<file path="config.mk">
export PLATFORM = sky130hd
export DESIGN_NAME = gpio_arb
export DESIGN_NICKNAME = d
export VERILOG_FILES = /design/src/rtl/gpio_arb.sv
export SDC_FILE = /design/constraint.sdc
export NUM_CORES = 1
export LEC_CHECK = 0
export ABC_CLOCK_PERIOD_IN_PS = 1550
export BUFFER_PORTS_ARGS = -buffer_cell sky130_fd_sc_hd__buf_4
export CORE_MARGIN = 4
export CORE_UTILIZATION = 46
export CTS_CLUSTER_DIAMETER = 100
export DETAILED_ROUTE_END_ITERATION = 10
export PLACE_DENSITY_LB_ADDON = 0.25
export REMOVE_ABC_BUFFERS = 1
export SYNTH_ARGS = -nofsm -noshare
export SYNTH_HDL_FRONTEND = slang
export SYNTH_SLANG_ARGS = --single-unit
</file>
<file path="constraint.sdc">
create_clock -name clk -period 1.55 [get_ports clk]
set_input_delay 0.155 -clock clk [delete_from_list [all_inputs] [get_ports clk]]
set_output_delay 0.155 -clock clk [all_outputs]
set_load 0.03 [all_outputs]
</file>
<file path="src/rtl/gpio_arb.sv">
// gpio_arb: two-requester round-robin arbiter in front of the single-ported
// GPIO register block. A granted command is captured into registers that
// drive the GPIO port for exactly one cycle. The read data is latched back
// to the winning requester together with a one-cycle ack.
module gpio_arb #(
    parameter int WIDTH = 32
) (
    input  logic             clk,
    input  logic             rst,
    input  logic             req0,
    input  logic             we0,
    input  logic [1:0]       a0,
    input  logic [WIDTH-1:0] wd0,
    output logic [WIDTH-1:0] rd0,
    output logic             ack0,
    input  logic             req1,
    input  logic             we1,
    input  logic [1:0]       a1,
    input  logic [WIDTH-1:0] wd1,
    output logic [WIDTH-1:0] rd1,
    output logic             ack1,
    output logic             g_we,
    output logic [1:0]       g_a,
    output logic [WIDTH-1:0] g_wd,
    input  logic [WIDTH-1:0] g_rd,
    output logic             busy
);

    typedef enum logic [1:0] {
        IDLE   = 2'd0,
        ACCESS = 2'd1,
        ACK    = 2'd2
    } state_t;

    state_t state;
    logic   last;     // last-served requester; the other one wins a tie
    logic   sel;      // requester owning the transaction in flight
    logic   gnt_valid;
    logic   gnt_sel;

    // Grant decision for the IDLE cycle: a lone request wins outright, and a tie goes to the requester not served last.
    always_comb begin
        gnt_valid = req0 | req1;
        gnt_sel   = (req0 && req1) ? ~last : req1;
    end

    // Arbitration FSM. The g_* registers are the captured command, so the
    // GPIO port only ever sees registered values. They are non-zero only
    // during ACCESS.
    // NOTE: every register here, including the GPIO-facing command, is
    // cleared by the asynchronous reset. The port therefore goes quiet the
    // instant rst falls, even in the middle of an ACCESS cycle.
    always_ff @(posedge clk or negedge rst) begin
        if (!rst) begin
            state <= IDLE;
            last  <= 1'b1;
            sel   <= 1'b0;
            g_we  <= 1'b0;
            g_a   <= '0;
            g_wd  <= '0;
            busy  <= 1'b0;
            rd0   <= '0;
            rd1   <= '0;
            ack0  <= 1'b0;
            ack1  <= 1'b0;
        end else begin
            // NOTE: non-blocking assignments throughout, so every branch
            // reads the pre-edge values of state, last and the g_* registers.
            case (state)
                IDLE: begin
                    if (gnt_valid) begin
                        sel   <= gnt_sel;
                        last  <= gnt_sel;
                        g_we  <= gnt_sel ? we1 : we0;
                        g_a   <= gnt_sel ? a1  : a0;
                        g_wd  <= gnt_sel ? wd1 : wd0;
                        busy  <= 1'b1;
                        state <= ACCESS;
                    end
                end
                ACCESS: begin
                    // g_rd still shows the pre-write contents on this edge.
                    if (sel) begin
                        rd1  <= g_rd;
                        ack1 <= 1'b1;
                    end else begin
                        rd0  <= g_rd;
                        ack0 <= 1'b1;
                    end
                    g_we  <= 1'b0;
                    g_a   <= '0;
                    g_wd  <= '0;
                    state <= ACK;
                end
                ACK: begin
                    ack0  <= 1'b0;
                    ack1  <= 1'b0;
                    busy  <= 1'b0;
                    state <= IDLE;
                end
                default: begin
                    g_we  <= 1'b0;
                    g_a   <= '0;
                    g_wd  <= '0;
                    ack0  <= 1'b0;
                    ack1  <= 1'b0;
                    busy  <= 1'b0;
                    state <= IDLE;
                end
            endcase
        end
    end

endmodule

</file>
==> reports/summary.log, run 1 <==
INFO  run_status     run_status=finished, final reports clean
INFO  logic_synthesis yosys.area_share.xor_xnor=0%
INFO  detailed_routing mean_routed_wirelength_per_cell=17.9um
INFO  timing         worst_pin_slew=0.537ns
INFO  power_and_ir_drop power.combinational.fraction=53.5%
INFO  grt            grt_antenna_before_repair=0
INFO  power_and_ir_drop power.switching=6.31mW
INFO  floorplanning  die_w=104um
INFO  setup_path     largest_fanout_of_any_net_on_the_critical_path=27
INFO  clocking       clkSlewWorstSetupHoldPaths=0.09ns
INFO  logic_synthesis synth_compound_gate_area_share=9.50%
INFO  timing         finalCritPeriodShare=92.6%
INFO  final_layout   multi_input_area=0.00141mm^2
INFO  logic_synthesis yosys.cell_types.count=23
INFO  grt            grt.total_usage=20.6%
INFO  floorplanning  num_rows=34
INFO  placed_design  dp.final_hpwl=8030um
INFO  final_layout   area_growth=50.9%
INFO  logic_synthesis synth.area.mux_share=17.2%
INFO  setup_path     worstSetupStartpointType=flip-flop
INFO  detailed_routing drt_wl_total=11,100um
INFO  grt            globalRouteOverflowTotal=0
INFO  timing         finalMaxSlewViolations=0
INFO  detailed_routing post_drt_via_cell_ratio=5.25
INFO  floorplanning  die-height=104um
INFO  timing         final.setup.worst_slack=0.115ns
INFO  placed_design  gp_routability_congestion=0.734
INFO  setup_path     worstPathRequired=1.78ns
INFO  final_layout   finalInstanceArea=0.00634mm^2
INFO  logic_synthesis syn-mean-instance-area=14.9um^2
INFO  placed_design  dp.cells=591
INFO  clocking       cts_sinks=106
INFO  logic_synthesis mapped_cell_area=0.00420mm^2
INFO  final_layout   final_cell_mix=buf_4 (213), dfrtp_1 (105), mux2_1 (44), and3_1 (36), a221o_1 (35)
INFO  placed_design  post_dp_cell_area=0.00599mm^2
INFO  timing         final_hold_viol_count=0
INFO  setup_path     critical_path_arrival=1.67ns
INFO  final_layout   design.final.nets=611
INFO  logic_synthesis yosys_register_bits=106
INFO  floorplanning  fp.dieArea=0.0107mm^2
INFO  floorplanning  initial_utilization=47.7%
INFO  detailed_routing via_count=3,243
INFO  power_and_ir_drop power.clock.fraction=13.3%
INFO  logic_synthesis simple_gate_area_share_of_the_yosys_netlist=6.82%
INFO  final_layout   antenna-diode-count=0
INFO  timing         final.setup.tns=0ns
INFO  final_layout   drive_above_1_share=50.8%
INFO  detailed_routing initialDrtViolationCount=119
INFO  timing         upper_clock_frequency_limit=697MHz
INFO  final_layout   layout.cells.non_filler=618
INFO  clocking       clock_insertion_delay_worst_skew=0.35ns
INFO  clocking       cts-buffers-inserted=9
INFO  floorplanning  io_pins=208
INFO  logic_synthesis combinational_family_with_the_most_area_after_synthesis=multiplexers
INFO  floorplanning  coreArea=0.00881mm^2
INFO  placed_design  number_of_port_buffers=207
INFO  final_layout   seq_area=0.00265mm^2
INFO  power_and_ir_drop largest_vdd_supply_drop=0.00114V
INFO  power_and_ir_drop swShare=41.9%
INFO  logic_synthesis synth.yosys.seq_area_share=63.2%
INFO  placed_design  preCtsSetupSlack=0.133ns
INFO  detailed_routing firstDrtPassIters=4
INFO  clocking       clk_buf_depth=2
INFO  setup_path     cp-end-kind=flip-flop
INFO  detailed_routing ant_nets=0
INFO  grt            first_pass_grt_wire_length=17,800um
INFO  setup_path     timing_worst_setup_path_type=flip-flop to flip-flop
INFO  logic_synthesis netlist_instances=282
INFO  timing         maxSlewHeadroom=64.2%
INFO  timing         fin_skew=0.00904ns
INFO  job            maxCapViolations=0
INFO  clocking       post_cts_resize_count=0
INFO  final_layout   layout.filler_cells=621
INFO  logic_synthesis post_synth_fa_ha_maj_area_fraction=0%
INFO  power_and_ir_drop seq_power_share=33.2%
INFO  hold_path      hold_path.class=primary input to flip-flop
INFO  detailed_routing post_route_drc=0
INFO  power_and_ir_drop power_leakage=3.22nW
INFO  clocking       htreeDepth=3
INFO  setup_path     reg2reg_slack=0.12ns
INFO  timing         rsz0062_at_grt=no
INFO  clocking       root_buffer=clkbuf_8
INFO  clocking       tritoncts=yes
INFO  timing         finalCriticalPeriod=1.43ns
INFO  power_and_ir_drop pwr_density_cell=2370mW/mm^2
INFO  grt            grt_pass1_vias=3,437
INFO  final_layout   most_common_cell_after_layout_fill_and_taps_aside=buf_4
INFO  timing         setup_viol=0
INFO  grt            grt_start_max_net_pins=40
INFO  power_and_ir_drop cellInternalPower=8.74mW
INFO  logic_synthesis total_of_warnings_raised_by_yosys=0
==> flip-flops by register name, indices dropped and copies added (netlist names), 2 cells and up <==
name	count
g_a	2
g_wd	32
rd1	32
rd0	32
state	2
==> cells in the mapped netlist <==
library cell	n	area (um^2)
dfrtp_1	105	2630
mux2_1	44	495
and3_1	36	225
a221o_1	35	350
mux2_2	20	225
buf_2	8	40.0
clkbuf_1	7	26.3
buf_6	6	67.6
nand2_1	3	11.3
nor2_1	3	11.3
a21o_1	2	15.0
inv_1	2	7.51
a21oi_1	1	5.00
a31oi_1	1	6.26
dfstp_2	1	26.3
nand2b_1	1	6.26
nor2b_1	1	6.26
nor2b_2	1	8.76
nor3_1	1	5.00
nor3b_2	1	12.5
o21a_1	1	7.51
o21ai_0	1	5.00
o21ba_1	1	10.0
==> cell families (layout without fill, tap and decap cells) <==
| logic type | after synthesis | count (layout) |
|---|---|---|
| flip-flops | 106 | 106 |
| multiplexers | 64 | 64 |
| AND/OR/NAND/NOR | 47 | 47 |
| buffers and inverters | 23 | 251 |
| AO/OA/AOI/OAI | 42 | 42 |
==> through the flow <==
step	total power, mW	hold slack [ns]	util, %
after floorplan	9.60	-0.141	-
after global placement	13.0	0.165	68.0
after global routing	15.9	0.000438	72.0
final	15.1	0.0216	72.0
after detailed placement	13.2	0.173	68.0
after CTS	15.2	0.000388	71.6
==> cell type report <==
class	count	share of cell area [%]
clock buffer	13	2.35
clock inverter	3	1.42
inverter	2	0.118
multi-input combinational	153	22.3
sequential	106	41.9
tap	108	2.13
timing repair buffer	233	29.8
==> timing repair <==
item | in CTS | in global routing
hold buffers | 8 | 3
hold endpoints to repair | 42 | 3
buffers inserted | 0 | 0
==> path summary, 6_finish.rpt <==
kind	from	endpoint	cells past startpoint
max in group asynchronous	rst	g_wd[17]	3
setup reg to reg	last	g_wd[31]	4
hold reg to reg	state[1]	state[1]	1
setup / recovery	last	g_wd[31]	4
min in group asynchronous	rst	rd1[19]	2
hold / removal	g_rd[19]	rd1[19]	2
==> worst max-delay path: stages (launching register included) <==
cell     delay [ns]
dfstp_2        0.56
nand2_1        0.05
and3_1         0.22
buf_12         0.18
a221o_1        0.30
==> metal layers <==
metal / wire [um] / GRT usage [%] / up-vias
met3: 946 / 6.78 / 10
met5: 0 / 0 / -
met2: 5380 / 33.6 / 151
li1: - / - / 1495
met1: 4620 / 26.7 / 1587
met4: 124 / 5.22 / 0
==> power by group through the flow <==
stage | combinational, mW | clock, mW | sequential (mW)
floorplan | 1.94 | 0 | 7.66
global placement | 7.96 | 0 | 5.01
detailed placement | 8.14 | 0 | 5.02
CTS | 8.14 | 2.05 | 5.01
global route | 8.50 | 2.16 | 5.18
finish | 8.05 | 2.00 | 5.00
(Power assumes the default switching activity.)
==> inputs of run 2 (changes only) <==
Settings changed: ABC_AREA from default to 1, CORE_UTILIZATION 46 to 48.
==> run 2 against run 1 <==
  * Largest power group unchanged
  * Worst setup slack better by 0.14 ns
  * First-iteration DRC count up 130%
  * Register-to-register slack better by 0.14 ns
  * Via count up 37%
==> reports/summary.log, run 2 <==
INFO  final_layout   final_cell_mix=buf_4 (215), nand2_1 (140), nand3_1 (105), dfrtp_1 (105), inv_1 (103)
INFO  logic_synthesis synth.yosys.seq_area_share=55.6% [-7.5 points]
INFO  floorplanning  die_w=108um [+4.0%]
INFO  clocking       root_buffer=clkbuf_8
INFO  power_and_ir_drop power.clock.fraction=11.8% [-1.5 points]
INFO  clocking       clock_insertion_delay_worst_skew=0.36ns [about the same]
INFO  detailed_routing drt_wl_total=13,200um [+19%]
INFO  floorplanning  num_rows=36 [+5.9%]
INFO  final_layout   design.final.nets=871 [+43%]
INFO  logic_synthesis netlist_instances=567 [+100%]
INFO  setup_path     worstPathRequired=1.81ns [+0.03 ns]
INFO  clocking       htreeDepth=3 [unchanged]
INFO  power_and_ir_drop cellInternalPower=7.34mW [-16%]
INFO  logic_synthesis yosys.area.top_type=dfrtp_1
INFO  logic_synthesis yosys.cell_types.count=19 [-17%]
INFO  detailed_routing via_count=4,457 [+37%]
INFO  final_layout   antenna-diode-count=0 [unchanged]
INFO  hold_path      holdCritStartpoint=g_rd[20]
INFO  logic_synthesis mapped_cell_area=0.00477mm^2 [+14%]
INFO  setup_path     worstSetupStartpointType=flip-flop
INFO  detailed_routing post_drt_via_cell_ratio=4.94 [-5.9%]
INFO  clocking       post_cts_hold_buffer_count=1 [-7]
INFO  grt            grt_antenna_before_repair=0 [unchanged]
INFO  timing         upper_clock_frequency_limit=774MHz [+11%]
INFO  power_and_ir_drop total_power=14.0mW [-7.3%]
INFO  timing         fin_skew=0.0106ns [+0.00158 ns]
INFO  clocking       cts_sinks=106 [unchanged]
INFO  timing         maxSlewHeadroom=67.0% [+2.8 points]
INFO  power_and_ir_drop power_leakage=3.83nW [+19%]
INFO  setup_path     largest_fanout_of_any_net_on_the_critical_path=35 [+30%]
INFO  setup_path     critPathLaunch=last
INFO  final_layout   layout.cells.non_filler=903 [+46%]
INFO  final_layout   fin_util=67.9% [-4.1 points]
INFO  logic_synthesis post-synth-top-area-fraction=55.1% [-7.4 points]
INFO  clocking       clkSlewWorstSetupHoldPaths=0.11ns [+0.02 ns]
INFO  power_and_ir_drop pwr_density_cell=2110mW/mm^2 [-11%]
INFO  setup_path     critical_path_arrival=1.55ns [-0.12 ns]
INFO  grt            grt_pass1_vias=4,313 [+25%]
INFO  detailed_routing initialDrtViolationCount=274 [+130%]
INFO  setup_path     rr_endpoint=g_wd[12]
INFO  power_and_ir_drop swShare=47.4% [+5.5 points]
INFO  clocking       post-cts-setup-buffers=0 [unchanged]
INFO  timing         finalCriticalPeriod=1.29ns [-0.143 ns]
INFO  clocking       post_cts_resize_count=0 [unchanged]
INFO  final_layout   layout.filler_cells=834 [+34%]
INFO  logic_synthesis yosys_register_bits=106 [unchanged]
INFO  clocking       cts-buffers-inserted=9 [unchanged]
INFO  clocking       clk_buf_depth=2 [unchanged]
INFO  logic_synthesis post-synth-top-count-cell=nand2_1
INFO  hold_path      hold_path.class=primary input to flip-flop
INFO  logic_synthesis postSynth.asyncResetShare=100% [unchanged]
INFO  placed_design  number_of_port_buffers=207 [unchanged]
INFO  floorplanning  io_pins=208 [unchanged]
INFO  setup_path     cp-end-kind=flip-flop
INFO  detailed_routing firstDrtPassIters=4 [unchanged]
INFO  timing         setup_viol=0 [unchanged]
INFO  final_layout   area_growth=38.5%
INFO  hold_path      worst_hold_path.num_cells=3 [+1]
INFO  hold_path      worst_hold_path.endpoint=rd1[20]
INFO  placed_design  gp_routability_congestion=0.837 [+14%]
INFO  power_and_ir_drop largest_vdd_supply_drop=0.00141V [+24%]
INFO  logic_synthesis netlist_top_cells_area=dfrtp_1 (55%), nand2_1 (11%), nand3_1 (11%)
INFO  clocking       tritoncts=yes
INFO  logic_synthesis postSynth.topFlopCell=dfrtp_1
INFO  grt            first_pass_grt_wire_length=20,600um [+16%]
INFO  job            maxCapViolations=0 [unchanged]
INFO  placed_design  dp.cells=886 [+50%]
INFO  timing         rsz0062_at_grt=no
INFO  timing         hold-worst-slack=0.0397ns [+0.0180 ns]
INFO  logic_synthesis syn-mean-instance-area=8.41um^2 [-44%]
INFO  final_layout   drive_above_1_share=32.2% [-19 points]
INFO  detailed_routing mean_routed_wirelength_per_cell=14.6um [-18%]
INFO  timing         worst_pin_slew=0.495ns [-0.0416 ns]
INFO  timing         final_hold_viol_count=0 [unchanged]
INFO  power_and_ir_drop power.switching=6.62mW [+4.9%]
INFO  logic_synthesis total_of_warnings_raised_by_yosys=0 [unchanged]
INFO  grt            grt.total_usage=22.3% [+1.7 points]
INFO  final_layout   most_common_cell_after_layout_fill_and_taps_aside=buf_4
INFO  floorplanning  fp.dieArea=0.0116mm^2 [+8.1%]
INFO  power_and_ir_drop power.combinational.fraction=53.4% [about the same]
INFO  grt            globalRouteOverflowTotal=0 [unchanged]
INFO  setup_path     worst-r2r-cell-count=5 [+1]
INFO  detailed_routing ant_nets=0 [unchanged]
INFO  logic_synthesis top_cells_by_count_synth=nand2_1 (142), dfrtp_1 (105), nand3_1 (105)
INFO  setup_path     timing_worst_setup_path_type=flip-flop to flip-flop
INFO  detailed_routing post_route_drc=0 [unchanged]
INFO  floorplanning  initial_utilization=49.0% [+1.3 points]
INFO  floorplanning  coreArea=0.00973mm^2 [+10%]
INFO  floorplanning  die-height=108um [+4.0%]
INFO  setup_path     reg2reg_slack=0.26ns [+0.14 ns]
INFO  timing         finalMaxSlewViolations=0 [unchanged]
INFO  placed_design  dp.final_hpwl=9750um [+21%]
INFO  run_status     run_status=finished, final reports clean
INFO  setup_path     startpoint_of_the_worst_register_to_register_path=last
INFO  grt            grt_start_max_net_pins=66 [+65%]
INFO  power_and_ir_drop seq_power_share=34.8% [+1.6 points]
INFO  final_layout   layout_top_registers=g_wd (32), rd0 (32), rd1 (32)
INFO  logic_synthesis synth-edff-count=0 [unchanged]
INFO  timing         finalCritPeriodShare=83.4% [-9.2 points]
-- run 2: cell types whose count changed after synthesis, moves of 4 or more --
| cell | previous run | this run |
|---|---|---|
| nand2_1 | 3 | 142 |
| a221o_1 | 35 | 0 |
| o21ai_1 | 0 | 4 |
| inv_1 | 2 | 103 |
| buf_4 | 0 | 8 |
| mux2_2 | 20 | 0 |
| and3_1 | 36 | 0 |
| nand3_1 | 0 | 105 |
| mux2_1 | 44 | 0 |
| buf_6 | 6 | 10 |
| o21ai_0 | 1 | 63 |
-- run 2: how the worst max path moves through the flow --
stage,to,slack [ns],cells after the start
2_1_floorplan,rd0[10],-0.44,4
3_3_place_gp,g_wd[12],0.33,5
3_5_place_dp,g_wd[8],0.28,5
4_1_cts,g_wd[8],0.26,5
5_1_grt,g_wd[19],0.18,5
6_report,g_wd[12],0.26,5
-- run 2: area by class of cell --
cell class	instances	area (um^2)	share of cell area, %
clock buffers	10	138	2.08
flip-flops and latches	106	2650	40.2
well taps	133	166	2.52
multi-input cells	322	1480	22.4
repair buffers	221	1720	26.1
clock inverters	6	50.0	0.758
inverters	105	394	5.97
-- run 2: worst max-delay path, cell delays in order, from the launching register on --
cell and delay (ns):
dfstp_2 0.56, nand2_2 0.07, nand2_4 0.30, nand2_1 0.10
nand3_1 0.09, nand2_1 0.05
-- run 2: layer usage --
metal,GRT usage [%],up-vias,wire [um]
met4,6.76,0,175
met1,28.6,2094,5240
met2,36.8,196,6530
li1,-,2153,-
met5,0,-,0
met3,6.36,14,1250
-- run 2: per-stage QoR --
stage	worst slack [ns]	TNS [ns]	cell area (um^2)
detailed placement	0.279	0	6410
floorplan	-0.443	-28.64	4520
CTS	0.259	0	6610
global route	0.182	0	6610
global placement	0.328	0	6410
finish	0.258	0	6610
-- run 2: kinds of logic after synthesis --
family / after synthesis / synth area share (%)
AO/OA/AOI/OAI: 68 / 7.21
AND/OR/NAND/NOR: 254 / 23.7
flip-flops: 106 / 55.6
buffers and inverters: 139 / 13.4
-- run 2: power groups by stage --
stage	Clock [mW]	Sequential, mW	Combinational, mW
after global placement	0	4.86	7.35
final	1.65	4.86	7.45
after floorplan	0	7.14	1.94
after detailed placement	0	4.87	7.55
after global routing	1.80	5.00	8.04
after CTS	1.68	4.86	7.54
==> inputs of run 3 (changes only) <==
Settings changed: ABC_AREA 1 to 0, ABC_CLOCK_PERIOD_IN_PS 1550 to 1300, CORE_UTILIZATION 48 to 46.
Clock period 1.55 ns to 1.3 ns, I/O delays scaled along.
==> run 3 against run 2 <==
  * Die area shrank 7.5%
  * The flow now finishes with violations (negative setup slack)
  * Sequential cell count is the same
  * Via count decreased by 19%
  * Count of clock-buffer cells in the layout grew 3
  * Worst hold slack got worse by 0.014 ns
  * First-iteration DRC count is 53% lower
  * Critical endpoint is now g_wd[25]
  * Worst setup slack worse by 0.40 ns
  * Fmax is 10% lower
  * Utilization up 12 points
  * Sequential share of layout area down 2.6 points
  * Largest cell class unchanged
  * Wire length decreased by 2.7%
==> reports/summary.log, run 3 (synthesis gave the netlist of run 1 again) <==
INFO  timing         finalCriticalPeriod=1.44ns [+0.150 ns]
INFO  run_status     run_status=finished with violations
INFO  placed_design  dp.cells=595 [-33%]
INFO  floorplanning  fp.dieArea=0.0107mm^2 [-7.5%]
INFO  grt            grt.total_usage=22.8% [+0.52 points]
INFO  final_layout   antenna-diode-count=0 [unchanged]
INFO  floorplanning  initial_utilization=47.7% [-1.3 points]
INFO  detailed_routing ant_nets=0 [unchanged]
INFO  final_layout   drive_above_1_share=52.7% [+20 points]
INFO  final_layout   area_growth=68.2%
INFO  grt            grt_pass1_vias=3,858 [-11%]
INFO  final_layout   design.final.nets=667 [-23%]
INFO  power_and_ir_drop largest_vdd_supply_drop=0.00142V [+0.55%]
INFO  floorplanning  io_pins=208 [unchanged]
INFO  hold_path      worst_hold_path.endpoint=rd0[30]
INFO  placed_design  gp_routability_congestion=0.763 [-8.8%]
INFO  timing         final_hold_viol_count=0 [unchanged]
INFO  timing         hold-worst-slack=0.0259ns [-0.0138 ns]
INFO  timing         maxSlewHeadroom=77.8% [+11 points]
INFO  timing         finalMaxSlewViolations=0 [unchanged]
INFO  grt            grt_antenna_before_repair=0 [unchanged]
INFO  detailed_routing firstDrtPassIters=4 [unchanged]
INFO  grt            globalRouteOverflowTotal=0 [unchanged]
INFO  setup_path     worstPathRequired=1.54ns [-0.27 ns]
INFO  detailed_routing post_route_drc=0 [unchanged]
INFO  clocking       cts-buffers-inserted=9 [unchanged]
INFO  grt            first_pass_grt_wire_length=20,000um [-3.0%]
INFO  detailed_routing post_drt_via_cell_ratio=5.34 [+8.3%]
INFO  final_layout   layout_top_registers=g_wd (32), rd0 (32), rd1 (32)
INFO  grt            use_met1=28.1% [-0.45 points]
INFO  final_layout   fin_util=80.3% [+12 points]
INFO  floorplanning  coreArea=0.00881mm^2 [-9.5%]
INFO  setup_path     rr_endpoint=g_wd[25]
INFO  clocking       tritoncts=yes
INFO  setup_path     worst-r2r-cell-count=4 [-1]
INFO  floorplanning  die-height=104um [-3.8%]
INFO  setup_path     largest_fanout_of_any_net_on_the_critical_path=17 [-51%]
INFO  setup_path     timing_worst_setup_path_type=flip-flop to flip-flop
INFO  setup_path     critical_path_arrival=1.68ns [+0.13 ns]
INFO  setup_path     startpoint_of_the_worst_register_to_register_path=state[1]
INFO  placed_design  preCtsSetupSlack=-0.124ns [-0.403 ns]
INFO  setup_path     critPathLaunch=state[1]
INFO  final_layout   layout.cells.non_filler=674 [-25%]
INFO  placed_design  number_of_port_buffers=207 [unchanged]
INFO  detailed_routing mean_routed_wirelength_per_cell=19.0um [+30%]
INFO  grt            grt_start_max_net_pins=36 [-45%]
INFO  setup_path     worstSetupStartpointType=flip-flop
INFO  power_and_ir_drop pwr_density_cell=2710mW/mm^2 [+28%]
INFO  detailed_routing drt_wl_total=12,800um [-2.7%]
INFO  timing         finalCritPeriodShare=111% [+28 points]
INFO  final_layout   most_common_cell_after_layout_fill_and_taps_aside=buf_4
INFO  clocking       cts_sinks=106 [unchanged]
INFO  timing         rsz0062_at_grt=yes
INFO  grt            globalRoute.busiestLayer=met2
INFO  clocking       clk_buf_depth=2 [unchanged]
INFO  clocking       htreeDepth=3 [unchanged]
INFO  final_layout   final_cell_mix=buf_4 (217), dfrtp_1 (105), dlygate4sd3_1 (56), and3_1 (35), a221o_1 (35)
INFO  timing         setup_viol=93 [+93]
INFO  grt            global_route.usage.met3=7.59% [+1.2 points]
INFO  detailed_routing initialDrtViolationCount=128 [-53%]
INFO  hold_path      holdCritStartpoint=g_rd[30]
INFO  power_and_ir_drop power_leakage=3.57nW [-6.7%]
INFO  setup_path     cp-end-kind=flip-flop
INFO  clocking       root_buffer=clkbuf_8
INFO  placed_design  dp.final_hpwl=8220um [-16%]
INFO  floorplanning  num_rows=34 [-5.6%]
INFO  floorplanning  die_w=104um [-3.8%]
INFO  hold_path      hold_path.class=primary input to flip-flop
INFO  clocking       clkSlewWorstSetupHoldPaths=0.10ns [about the same]
INFO  hold_path      worst_hold_path.num_cells=2 [-1]
INFO  job            maxCapViolations=0 [unchanged]
INFO  timing         fin_skew=0.0100ns [-0.000587 ns]
INFO  grt            grt_util_met2=37.8% [+0.99 points]
INFO  timing         upper_clock_frequency_limit=693MHz [-10%]
INFO  timing         final.setup.worst_slack=-0.142ns [-0.400 ns]
INFO  run_status     violated_checks=negative setup slack
INFO  setup_path     reg2reg_slack=-0.14ns [-0.40 ns]
INFO  clocking       clock_insertion_delay_worst_skew=0.35ns [about the same]
INFO  timing         worst_pin_slew=0.332ns [-0.163 ns]
INFO  detailed_routing via_count=3,602 [-19%]
run 3: metal layers:
| metal | wire length [um] | vias to the layer above |
|---|---|---|
| li1 | - | 1614 |
| met1 | 5070 | 1789 |
| met2 | 6450 | 179 |
| met3 | 1080 | 20 |
| met4 | 245 | 0 |
| met5 | 0 | - |
run 3: worst max-delay path by stage:
stage                    end  cells after the start
floorplan             rd0[0]                      3
global placement    g_wd[31]                      4
detailed placement  g_wd[31]                      4
CTS                 g_wd[13]                      4
global route         rd0[27]                      5
finish              g_wd[25]                      4
run 3: final cells by class:
class | count | area, um^2
fill | 499 | 1740
tap | 108 | 135
inverter | 2 | 7.51
clock buffer | 13 | 149
multi-input combinational | 153 | 1540
sequential | 106 | 2650
timing repair buffer | 289 | 2520
clock inverter | 3 | 65.1
run 3: repair_timing:
item                                    CTS  global route
endpoints found under the setup margin   99            99
hold endpoints to repair                129             1
setup buffers                             0             1
resized for setup                        11            23
cloned                                    0             6
hold buffers                             55             1
pin swaps                                 1             2
run 3: per-stage QoR:
stage	TNS (ns)	instance area (um^2)	power [mW]
6_report	-9.23	7070	19.1
5_1_grt	-14.30	7070	20.1
4_1_cts	-8.72	6810	18.3
3_5_place_dp	-7.88	6010	15.8
3_3_place_gp	-5.61	6010	15.5
2_1_floorplan	-74.15	4070	11.4
run 3: report_power, final:
group / internal [mW] / switching (mW) / total [mW]
sequential: 5.00 / 1.05 / 6.04
clock: 1.14 / 1.03 / 2.17
combinational: 5.06 / 5.85 / 10.9
run 3: critical path: stages (launching register included):
cell	delay (ns)
dfrtp_1	0.40
buf_4	0.17
o21ba_4	0.24
clkbuf_16	0.18
a221o_1	0.35
